## config.mk

```make
export PLATFORM = sky130hd
export DESIGN_NAME = mem_bus_interface
export DESIGN_NICKNAME = d
export VERILOG_FILES = /design/src/rtl/mem_bus_interface_pkg.sv /design/src/rtl/mem_bus_interface_wait_timer.sv /design/src/rtl/mem_bus_interface.sv
export SDC_FILE = /design/constraint.sdc
export NUM_CORES = 1
export LEC_CHECK = 0
export ABC_AREA = 1
export BUFFER_PORTS_ARGS = -buffer_cell sky130_fd_sc_hd__buf_4
export CORE_AREA = 5 5 80 63
export CTS_CLUSTER_SIZE = 24
export DETAILED_ROUTE_END_ITERATION = 10
export DIE_AREA = 0 0 85 68
export GPL_TIMING_DRIVEN = 0
export PLACE_DENSITY = 0.84
export RECOVER_POWER = 25
export SYNTH_ARGS = -nofsm -noshare
export SYNTH_HDL_FRONTEND = slang
export SYNTH_SLANG_ARGS = --single-unit
```

## constraint.sdc

```tcl
create_clock -name clk -period 2.2 [get_ports clk]
set_input_delay 0.33 -clock clk [delete_from_list [all_inputs] [get_ports clk]]
set_output_delay 0.33 -clock clk [all_outputs]
set_load 0.1 [all_outputs]
```

## src/rtl/mem_bus_interface_pkg.sv

```systemverilog
// rtl/mem_bus_interface_pkg.sv - shared bus-unit constants and state encoding
package mem_bus_interface_pkg;

  localparam int DATA_WIDTH = 8;
  localparam int ADDR_WIDTH = 2 * DATA_WIDTH;

  typedef enum logic [1:0] {
    IDLE   = 2'd0,
    ACCESS = 2'd1,
    ERR    = 2'd2
  } bus_state_e;

endpackage

```

## src/rtl/mem_bus_interface_wait_timer.sv

```systemverilog
// rtl/mem_bus_interface_wait_timer.sv - wait-state counter; expire flags the last allowed ACCESS cycle
module wait_timer #(
  parameter int MAX_WAIT = 15
) (
  input  logic clk,
  input  logic rst,
  input  logic clr,
  input  logic en,
  output logic expire
);

  localparam int CW = $clog2(MAX_WAIT + 1);

  logic [CW-1:0] cnt_q;

  always_ff @(posedge clk or posedge rst) begin
    if (rst) begin
      cnt_q <= '0;
    end else if (clr) begin
      cnt_q <= '0;
    end else if (en) begin
      cnt_q <= cnt_q + CW'(1);
    end
  end

  assign expire = (cnt_q == CW'(MAX_WAIT - 1));

endmodule

```

## src/rtl/mem_bus_interface.sv

```systemverilog
// rtl/mem_bus_interface.sv - latches core address/data and runs a req/ack memory transaction with timeout
module mem_bus_interface #(
  parameter int DATA_WIDTH = mem_bus_interface_pkg::DATA_WIDTH,
  parameter int MAX_WAIT   = 15
) (
  input  logic                    clk,
  input  logic                    rst,
  input  logic [DATA_WIDTH-1:0]   abl,
  input  logic [DATA_WIDTH-1:0]   abh,
  input  logic [DATA_WIDTH-1:0]   db,
  input  logic                    rw,
  input  logic                    sync,
  input  logic                    cyc_valid,
  output logic                    core_rdy,
  output logic [DATA_WIDTH-1:0]   dl,
  output logic [DATA_WIDTH-1:0]   ir,
  output logic                    bus_err,
  output logic [2*DATA_WIDTH-1:0] mem_addr,
  output logic [DATA_WIDTH-1:0]   mem_wdata,
  output logic                    mem_we,
  output logic                    mem_req,
  input  logic                    mem_ack,
  input  logic [DATA_WIDTH-1:0]   mem_rdata
);

  import mem_bus_interface_pkg::*;

  bus_state_e                state_q, state_d;
  logic [2*DATA_WIDTH-1:0]   addr_q, addr_d;
  logic [DATA_WIDTH-1:0]     wdata_q, wdata_d;
  logic [DATA_WIDTH-1:0]     dl_q, dl_d;
  logic [DATA_WIDTH-1:0]     ir_q, ir_d;
  logic                      rw_q, rw_d;
  logic                      sync_q, sync_d;
  logic                      tmr_clr, tmr_en, tmr_expire;

  wait_timer #(.MAX_WAIT(MAX_WAIT)) u_wait_timer (
    .clk    (clk),
    .rst    (rst),
    .clr    (tmr_clr),
    .en     (tmr_en),
    .expire (tmr_expire)
  );

  always_ff @(posedge clk or posedge rst) begin
    if (rst) begin
      state_q <= IDLE;
      addr_q  <= '0;
      wdata_q <= '0;
      dl_q    <= '0;
      ir_q    <= '0;
      rw_q    <= 1'b1;
      sync_q  <= 1'b0;
    end else begin
      state_q <= state_d;
      addr_q  <= addr_d;
      wdata_q <= wdata_d;
      dl_q    <= dl_d;
      ir_q    <= ir_d;
      rw_q    <= rw_d;
      sync_q  <= sync_d;
    end
  end

  // Ack is checked before the timer so a reply on the final wait cycle still completes.
  always_comb begin
    state_d = state_q;
    addr_d  = addr_q;
    wdata_d = wdata_q;
    dl_d    = dl_q;
    ir_d    = ir_q;
    rw_d    = rw_q;
    sync_d  = sync_q;
    tmr_clr = 1'b0;
    tmr_en  = 1'b0;
    case (state_q)
      IDLE: begin
        if (cyc_valid) begin
          state_d = ACCESS;
          addr_d  = {abh, abl};
          wdata_d = db;
          rw_d    = rw;
          sync_d  = sync;
          tmr_clr = 1'b1;
        end
      end
      ACCESS: begin
        if (mem_ack) begin
          state_d = IDLE;
          if (rw_q) begin
            dl_d = mem_rdata;
            if (sync_q) ir_d = mem_rdata;
          end
        end else if (tmr_expire) begin
          state_d = ERR;
        end else begin
          tmr_en = 1'b1;
        end
      end
      ERR:     state_d = IDLE;
      default: state_d = IDLE;
    endcase
  end

  // Handshake outputs decode from state alone, keeping mem_ack off any combinational path.
  assign core_rdy  = (state_q == IDLE);
  assign mem_req   = (state_q == ACCESS);
  assign mem_we    = (state_q == ACCESS) && !rw_q;
  assign bus_err   = (state_q == ERR);
  assign mem_addr  = addr_q;
  assign mem_wdata = wdata_q;
  assign dl        = dl_q;
  assign ir        = ir_q;

endmodule

```

==> metrics.yaml <==
n_fill_cell: 356
vias: 1787
grt_max_degree: 30
worstSetupEndpointType: "output pin"
core_area_sq_um: 4260
fin_crit_ns: 1.95
drt_iter0_markers: 103
ff_latch_area_sq_um: 1200
port-buffer-count: 80
layout.nets: 356
worst_pin_slew_ns: 0.718
finalSetupViolations: 0
slowest_stage: "dfrtp_1"
slew_violations: 0
grt_pass1_wl_um: 8490
grt_pass1_vias: 1887
max_slew_margin: 0.521
cts_resized: 0
drv_cap: 0
clock-root-buffer: "clkbuf_8"
fmaxAchievable_mhz: 512
dp_cells: 366
yosysWarnings: 0
drt-pass1-iter-count: 4
worstSkewPairLatency_ns: 0.29
avgSynthCellArea_sq_um: 8.99
die_area_sq_um: 5780
synth_seq_area_share: 0.587
power_density_nw_per_um2: 1560
die_width_um: 85
p_leak_uw: 0.00156
syn_to_final_growth_pct: 37.1
crit_arrival_ns: 1.62
setup_tns_ns: 0
die-height_um: 68
cp_max_fo: 10
drtAntennaViolNets: 0
clock_path_buffers: 2
overflow: 0
drc: 0
post-cts-setup-buffer-count: 0
required_ns: 1.87
hold_viol: 0
reg2reg_depth: 6
antenna_found_initial: 0
cts_made_buffers: 5
fin_crit_sh: 0.888
hold_slack_ns: 0.153
critical_path_class: "reg2out"
layout-drive-gt1-share: 0.335
rrSetupSlack_ns: 0.84
cts.clk_slew.worst_paths_ns: 0.08
vias_per_cell: 4.79
multi_input_area_sq_um: 756
grtUsageTotal: 0.181
netlist_instances: 228
synth_cell_types: 23
fin_cells: 373
startpoint_type: "flop"
cts_tree: "done"
n_antenna_cell: 0
status: "complete, no violations"
synth_seq_cells: 48
fin_skew_ns: 0.00482
worstHoldPathType: "in2async"
ir_drop_uv: 905
cts_sinks: 48
gp_congestion: 0.792
r2r-end: "ir[7]$_DFFE_PP0P_"
crit_chain: "nor2_4, buf_2, buf_4"
synth_nets: 268
synth_area_sq_um: 2050
totalWireLength_um: 4760
fin_util: 0.660
drt-wirelength-per-cell_um: 12.8
rsz0062_at_grt: "no"
hpwl_um: 3650
start_util: 0.481
r2r-start: "rw_q$_DFFE_PP1P_"
crit_path_max_incr_delay_ns: 0.47
core.rowCount: 21
cts_hold_buf: 0
h-tree-depth: 2
io_pins: 82
-- state kept, by name (all words and copies together), names as in the netlist --
signal / flops
rw_q: 1
ir: 8
state_q: 2
dl: 8
mem_wdata: 8
mem_addr: 16
u_wait_timer.cnt_q: 4
sync_q: 1
-- layout make-up --
| cell class | count | area share |
|---|---|---|
| tap | 57 | 0.0254 |
| buffer | 10 | 0.0209 |
| timing repair buffer | 81 | 0.216 |
| multi-input combinational | 160 | 0.269 |
| clock inverter | 1 | 0.00178 |
| sequential | 48 | 0.428 |
| inverter | 10 | 0.0134 |
| clock buffer | 6 | 0.0258 |
-- synth_stat cells --
| cell type | instances | area [sq um] |
|---|---|---|
| inv_2 | 1 | 3.75 |
| dfrtp_1 | 47 | 1180 |
| o21ai_1 | 1 | 5.00 |
| nor2_1 | 5 | 18.8 |
| inv_1 | 8 | 30.0 |
| nand3_4 | 1 | 17.5 |
| dfstp_2 | 1 | 26.3 |
| nand2_1 | 92 | 345 |
| buf_2 | 5 | 25.0 |
| a21oi_2 | 1 | 8.76 |
| ha_1 | 2 | 25.0 |
| nor3_1 | 1 | 5.00 |
| o21ai_2 | 1 | 8.76 |
| nand4_1 | 1 | 6.26 |
| o21ai_0 | 6 | 30.0 |
| xor2_1 | 1 | 8.76 |
| buf_1 | 2 | 7.51 |
| clkinv_1 | 1 | 3.75 |
| nand3_1 | 43 | 215 |
| nand2_4 | 2 | 22.5 |
| nor2_4 | 3 | 33.8 |
| buf_4 | 2 | 15.0 |
| buf_6 | 1 | 11.3 |
-- per-stage QoR --
step	cell area (sq um)	setup slack, ns	total power, uW
6_report	2810	0.246	4380
5_1_grt	2810	0.160	4590
4_1_cts	2820	0.225	4420
3_5_place_dp	2750	0.548	3940
3_3_place_gp	2730	0.118	3900
2_1_floorplan	2050	0.0819	3350
-- per-layer routing --
| layer | global-route usage | part of all wire |
|---|---|---|
| met4 | 0.0296 | 0.0034 |
| met1 | 0.240 | 0.46 |
| met5 | 0 | 0 |
| met3 | 0.0674 | 0.087 |
| met2 | 0.292 | 0.45 |
-- logic make-up after synthesis --
group,Yosys count,share of synthesized area
buffers and inverters,20,0.0470
DFF,48,0.587
adders and majority gates,2,0.0122
AOI/OAI and AO/OA,9,0.0256
xor gates and xnor gates,1,0.00427
and+or+nand+nor,148,0.324
-- critical path, delay by kind of cell, from the launching register on --
kind,cells,cell delay (ns)
buf+inv,2,0.59
flops,1,0.47
simple gates,1,0.27
-- cell usage in the layout, fill, tap and decap left out, drive strengths merged --
cell and count:
xor2 1, nand3 44, inv 9, clkbuf 8
a21oi 1, nand4 1, nor2 8, nor3 1
ha 2, dfstp 1, buf 89, o21ai 8
dfrtp 47, clkinv 2, nand2 94
-- how the worst max path moves through the flow --
stage,from,endpoint,cells after the start
final,state_q[1]$_DFFE_PP0P_,core_rdy,3
after global routing,state_q[1]$_DFFE_PP0P_,core_rdy,3
after CTS,state_q[1]$_DFFE_PP0P_,core_rdy,3
after detailed placement,state_q[1]$_DFFE_PP0P_,core_rdy,3
after global placement,rst,mem_addr[6]$_DFFE_PP0P_,2
after floorplan,state_q[1]$_DFFE_PP0P_,bus_err,2
-- power breakdown --
| part | leakage [uW] | switching (uW) | internal, uW | total, uW |
|---|---|---|---|---|
| Combinational | 0.000923 | 2130 | 482 | 2620 |
| Clock | 0.0000410 | 265 | 216 | 482 |
| Sequential | 0.000598 | 153 | 1130 | 1290 |
(Power assumes the default switching activity.)
